<file path="config.mk">
export PLATFORM = sky130hd
export DESIGN_NAME = serial_subtractor_flat
export DESIGN_NICKNAME = d
export VERILOG_FILES = /design/src/rtl/serial_subtractor_if.sv /design/src/rtl/serial_subtractor.sv /design/src/flat_wrapper.sv
export SDC_FILE = /design/constraint.sdc
export NUM_CORES = 1
export LEC_CHECK = 0
export ABC_AREA = 1
export CORE_MARGIN = 8
export CORE_UTILIZATION = 27
export DETAILED_ROUTE_END_ITERATION = 10
export GPL_TIMING_DRIVEN = 1
export PLACE_DENSITY_LB_ADDON = 0.25
export SLEW_MARGIN = 0
export SYNTH_ARGS = -nofsm -noshare
export SYNTH_HDL_FRONTEND = slang
export SYNTH_SLANG_ARGS = --single-unit
</file>
<file path="constraint.sdc">
create_clock -name clk -period 1.7 [get_ports clk]
set_input_delay 0.34 -clock clk [delete_from_list [all_inputs] [get_ports clk]]
set_output_delay 0.34 -clock clk [all_outputs]
set_load 0.01 [all_outputs]
</file>
<file path="src/rtl/serial_subtractor_if.sv">
// Operand/result bundle for the bit-serial subtractor.
// master drives the request side, slave is the subtractor itself.
interface serial_subtractor_if #(parameter int WIDTH = 8);
  logic             start;
  logic [WIDTH-1:0] a;
  logic [WIDTH-1:0] b;
  logic             bi;
  logic             busy;
  logic             done;
  logic [WIDTH-1:0] diff;
  logic             bo;
  logic             ovf;

  modport master (output start, a, b, bi,
                  input  busy, done, diff, bo, ovf);
  modport slave  (input  start, a, b, bi,
                  output busy, done, diff, bo, ovf);
endinterface

</file>
<file path="src/rtl/serial_subtractor.sv">
// Bit-serial a - b - bi, one bit per clock LSB first, using a single shared borrow cell.
// Define SERIAL_SUB_OVF_EN to build the signed-overflow flag; otherwise ovf is tied low.
//
// state | meaning
// IDLE  | waiting for start
// RUN   | one result bit per edge, counter selects the bit
// DONE  | result valid for one cycle; a new start is accepted here
module serial_subtractor #(
  parameter int WIDTH = 8
) (
  input  logic                clk,
  input  logic                rst,
  serial_subtractor_if.slave  sif
);

  localparam int CW = $clog2(WIDTH);

  typedef enum logic [1:0] {IDLE, RUN, DONE} state_t;

  state_t           state_q, state_d;
  logic [CW-1:0]    cnt_q, cnt_d;
  logic [WIDTH-1:0] a_q, a_d;
  logic [WIDTH-1:0] b_q, b_d;
  logic             br_q, br_d;
  logic [WIDTH-1:0] diff_q, diff_d;
  logic             bo_q, bo_d;
  logic             busy_q, busy_d;
  logic             done_q, done_d;
`ifdef SERIAL_SUB_OVF_EN
  logic             ovf_q, ovf_d;
`endif

  logic a_bit, b_bit, d_bit, br_n, last_bit;

  always_comb begin
    a_bit    = a_q[cnt_q];
    b_bit    = b_q[cnt_q];
    d_bit    = a_bit ^ b_bit ^ br_q;
    br_n     = (~a_bit & b_bit) | (~(a_bit ^ b_bit) & br_q);
    last_bit = (cnt_q == CW'(WIDTH - 1));

    state_d = state_q;
    cnt_d   = cnt_q;
    a_d     = a_q;
    b_d     = b_q;
    br_d    = br_q;
    diff_d  = diff_q;
    bo_d    = bo_q;
`ifdef SERIAL_SUB_OVF_EN
    ovf_d   = ovf_q;
`endif

    case (state_q)
      IDLE, DONE: begin
        if (sif.start) begin
          a_d     = sif.a;
          b_d     = sif.b;
          br_d    = sif.bi;
          diff_d  = '0;
          cnt_d   = '0;
          state_d = RUN;
        end else begin
          state_d = IDLE;
        end
      end
      RUN: begin
        // New bit enters at the MSB so the word lands in natural order after WIDTH shifts.
        diff_d = {d_bit, diff_q[WIDTH-1:1]};
        br_d   = br_n;
        cnt_d  = cnt_q + CW'(1);
        if (last_bit) begin
          state_d = DONE;
          bo_d    = br_n;
`ifdef SERIAL_SUB_OVF_EN
          ovf_d   = br_q ^ br_n;
`endif
        end
      end
      default: state_d = IDLE;
    endcase

    busy_d = (state_d == RUN);
    done_d = (state_d == DONE);
  end

  always_ff @(posedge clk) begin
    if (rst) begin
      state_q <= IDLE;
      cnt_q   <= '0;
      a_q     <= '0;
      b_q     <= '0;
      br_q    <= 1'b0;
      diff_q  <= '0;
      bo_q    <= 1'b0;
      busy_q  <= 1'b0;
      done_q  <= 1'b0;
`ifdef SERIAL_SUB_OVF_EN
      ovf_q   <= 1'b0;
`endif
    end else begin
      state_q <= state_d;
      cnt_q   <= cnt_d;
      a_q     <= a_d;
      b_q     <= b_d;
      br_q    <= br_d;
      diff_q  <= diff_d;
      bo_q    <= bo_d;
      busy_q  <= busy_d;
      done_q  <= done_d;
`ifdef SERIAL_SUB_OVF_EN
      ovf_q   <= ovf_d;
`endif
    end
  end

  assign sif.busy = busy_q;
  assign sif.done = done_q;
  assign sif.diff = diff_q;
  assign sif.bo   = bo_q;
`ifdef SERIAL_SUB_OVF_EN
  assign sif.ovf  = ovf_q;
`else
  assign sif.ovf  = 1'b0;
`endif

endmodule
</file>
<file path="src/flat_wrapper.sv">
// flat-port wrapper written by rule: the top's interface ports become plain ports
module serial_subtractor_flat 
#(
  parameter int WIDTH = 8
)
  (clk, rst, sif_start, sif_a, sif_b, sif_bi, sif_busy, sif_done, sif_diff, sif_bo, sif_ovf);
  serial_subtractor_if #(.WIDTH(WIDTH)) sif_i ();
  input  logic clk;
  input  logic rst;
  input wire logic [$bits(sif_i.start)-1:0] sif_start;
  input wire logic [$bits(sif_i.a)-1:0] sif_a;
  input wire logic [$bits(sif_i.b)-1:0] sif_b;
  input wire logic [$bits(sif_i.bi)-1:0] sif_bi;
  output wire logic [$bits(sif_i.busy)-1:0] sif_busy;
  output wire logic [$bits(sif_i.done)-1:0] sif_done;
  output wire logic [$bits(sif_i.diff)-1:0] sif_diff;
  output wire logic [$bits(sif_i.bo)-1:0] sif_bo;
  output wire logic [$bits(sif_i.ovf)-1:0] sif_ovf;
  assign sif_i.start = sif_start;
  assign sif_i.a = sif_a;
  assign sif_i.b = sif_b;
  assign sif_i.bi = sif_bi;
  assign sif_busy = sif_i.busy;
  assign sif_done = sif_i.done;
  assign sif_diff = sif_i.diff;
  assign sif_bo = sif_i.bo;
  assign sif_ovf = sif_i.ovf;
  serial_subtractor #(.WIDTH(WIDTH)) u_core (.clk(clk), .rst(rst), .sif(sif_i));
endmodule
</file>
==> results of run 1 <==
power breakdown:
| part | total (mW) | leakage (nW) | internal [mW] | switching [mW] |
|---|---|---|---|---|
| Clock | 0.562 | 0.0450 | 0.283 | 0.278 |
| Sequential | 0.837 | 0.272 | 0.818 | 0.0185 |
| Combinational | 0.273 | 0.432 | 0.122 | 0.151 |
stage by stage:
step / worst slack (ns) / power (mW) / utilization
2_1_floorplan: 0.164 / 1.04 / -
3_3_place_gp: 0.0709 / 1.13 / 0.350
3_5_place_dp: 0.0686 / 1.13 / 0.350
4_1_cts: 0.0476 / 1.70 / 0.366
5_1_grt: 0.00240 / 1.78 / 0.367
6_report: 0.143 / 1.67 / 0.367
worst register-to-register path, cell delays in order, from the launching register on:
cell and delay, ns:
dfxtp_4 0.38, buf_4 0.15, nor2_1 0.05, nor2_1 0.07, nand2_1 0.06, nand3_1 0.06
nand2_1 0.06, fa_1 0.47, nand2_1 0.06, a21oi_2 0.13
routing by layer:
metal / global-route usage / up-vias / routed length (um)
li1: - / 668 / -
met1: 0.121 / 562 / 1610
met2: 0.143 / 17 / 1470
met3: 0.0395 / 4 / 142
met4: 0.0408 / 0 / 52
met5: 0 / - / 0
Yosys cell counts:
cell and instances:
buf_4 3, fa_1 1, nand2_2 1, conb_1 1, nand3_1 21, o21ai_0 12
buf_2 3, nand2_1 39, inv_1 21, nor2_4 1, buf_6 4, nand2_4 1
a21oi_2 7, a21oi_1 22, dfxtp_1 33, ha_1 2, inv_2 2, nor2_1 8
o21ai_1 5
layout make-up:
class,instances,area [um2],area share
tap,70,87.6,0.0464
sequential,33,666,0.353
timing repair buffer,35,350,0.186
clock inverter,2,10.0,0.00530
inverter,23,86.3,0.0457
clock buffer,6,72.6,0.0384
multi-input combinational,121,616,0.326
sequential cells by signal, summed over array words and instances, names as in the netlist:
| register | flops |
|---|---|
| u_core.a_q | 8 |
| u_core.b_q | 8 |
| u_core.br_q | 1 |
| u_core.cnt_q | 3 |
| u_core.sif.bo | 1 |
| u_core.sif.busy | 1 |
| u_core.sif.diff | 8 |
| u_core.sif.done | 1 |
| u_core.state_q | 2 |
worst max path at each step:
| stage | from | end | slack (ns) | cells past startpoint |
|---|---|---|---|---|
| 2_1_floorplan | u_core.cnt_q[0] | u_core.sif.diff[7] | 0.16 | 9 |
| 3_3_place_gp | u_core.cnt_q[0] | u_core.sif.diff[7] | 0.07 | 9 |
| 6_report | u_core.cnt_q[0] | u_core.sif.diff[7] | 0.14 | 9 |
| 5_1_grt | u_core.cnt_q[0] | u_core.br_q | 0.002 | 12 |
| 4_1_cts | u_core.cnt_q[0] | u_core.sif.diff[7] | 0.05 | 9 |
| 3_5_place_dp | u_core.cnt_q[0] | u_core.sif.diff[7] | 0.07 | 9 |
repair_timing:
item,4_1_cts,5_1_grt
endpoints found under the setup margin,0,2
setup buffers,0,0
resized for setup,0,4
kinds of logic after synthesis:
kind of cell / count (synthesis) / synth area share
compound gates: 46 / 0.177
flops: 33 / 0.457
buf+inv: 33 / 0.117
fa+ha+maj: 3 / 0.0312
simple gates: 71 / 0.215
other cells: 1 / 0.00259
==> flow_summary.toml, run 1 <==
[status]
status = "complete, no violations"

[setup_path]
reg2reg_to = "u_core.sif.diff[7]"
rr_worst_depth = 9
cp_common_cell = "nand2_1"
cp-end-kind = "register"
slowest_delay_ns = 0.47
cp_data_arrival_time_ns = 1.78
worstPathCellList = "buf_4 > nor2_1 > nor2_1 > nand2_1 > nand3_1 > nand2_1 > fa_1 > nand2_1 > a21oi_2"
crit_family = "adder cells"
critPathKind = "register to register"
start_kind = "register"
required_ns = 1.92
path_buf_inv = 1
rr_startpoint = "u_core.cnt_q[0]"
worst-r2r-setup-slack_ns = 0.14
critical_path.max_fanout = 7
crit_path_top_delay_cell = "fa_1"

[floorplanning]
core-area_mm2 = 0.00514
chipHeight_um = 89.2
start_util = 0.281
fp-row-count = 26
die_area_mm2 = 0.00795
io_pins = 32
die_w_um = 89.2

[cells_and_area]
n_fill_cell = 571
final_cell_mix = "nand2_1 (39), dfxtp_1 (31), clkdlybuf4s50_1 (30)"
syn2layout_area_growth_pct = 30.6
layout-drive-gt1-share = 0.123
final_common_cell = "nand2_1"
fin_cells = 290
final_nets = 242
n_antenna_cell = 0
design_area_mm2 = 0.00189

[synthesis]
syn_area_mm2 = 0.00145
synth_top_cell_area_share = 0.457
seq_area_frac_synth = 0.457
synth_area_per_cell_um2 = 7.73
ys_ff_latch = 33
ys.warnings.count = 0
ys_types = 19
yosysTopAreaCell = "dfxtp_1"
synth_area_leaders = "dfxtp_1 (46%), nand2_1 (10%), a21oi_1 (7.6%)"
synth_nets = 210
synth_cells = 187

[route]
drc = 0
drt_wl_total_mm = 3.27
vias = 1251
vias_per_cell = 4.31
drt_iter0_markers = 66
ant_nets = 0
dr.pass1.iters = 4
routedWlPerCell_um = 11.3

[sta]
finalCritPeriodShare = 0.916
setup_viol = 0
clock_skew_ns = 0.00332
slew_violations = 0
finalHoldViolations = 0
tns_ns = 0
rsz0062_at_grt = "no"
fmax_mhz = 642
period_needed_ns = 1.56
fin_hold_ws_ns = 0.454

[place]
dp_hpwl_mm = 2.34
dp_cells = 282
io_buffers = 30
dpl-instance-area_mm2 = 0.00180
place_congestion = 0.759

[global_route]
antenna_found_initial = 0
grt_pass1_wl_mm = 5.91
overflow = 0
grt_usage = 0.0969
grt_pass1_vias = 1267
grt_max_degree = 24

[clocking]
numClockSinks = 33
clk_path_buf_depth = 2
cts_max_level = 2
cts_tree = "yes"
clk_latency_ns = 0.28
clkSlewWorstSetupHoldPaths_ns = 0.07
cts_root_buffer = "clkbuf_8"
cts-buffers-inserted = 5
hold_buffers = 0

[min_path]
min_from = "u_core.a_q[6]"
whs_path_depth = 2
holdPathEnd = "u_core.a_q[6]"
hold_class = "register to register"

[job]
maxCapViolations = 0

[power_and_ir_drop]
leakagePower_nw = 0.749
power_density_mw_per_mm2 = 885
ir_drop_uv = 348
No activity file was read; power rests on OpenSTA's default activity.
==> inputs of run 2 (changes only) <==
--- a/config.mk
+++ b/config.mk
@@ -6,6 +6,7 @@
 export NUM_CORES = 1
 export LEC_CHECK = 0
 export ABC_AREA = 1
+export ABC_CLOCK_PERIOD_IN_PS = 1700
 export CORE_MARGIN = 8
 export CORE_UTILIZATION = 27
 export DETAILED_ROUTE_END_ITERATION = 10
==> results of run 2 <==
No change in the layout: final DEF, timing and power equal those of run 1.
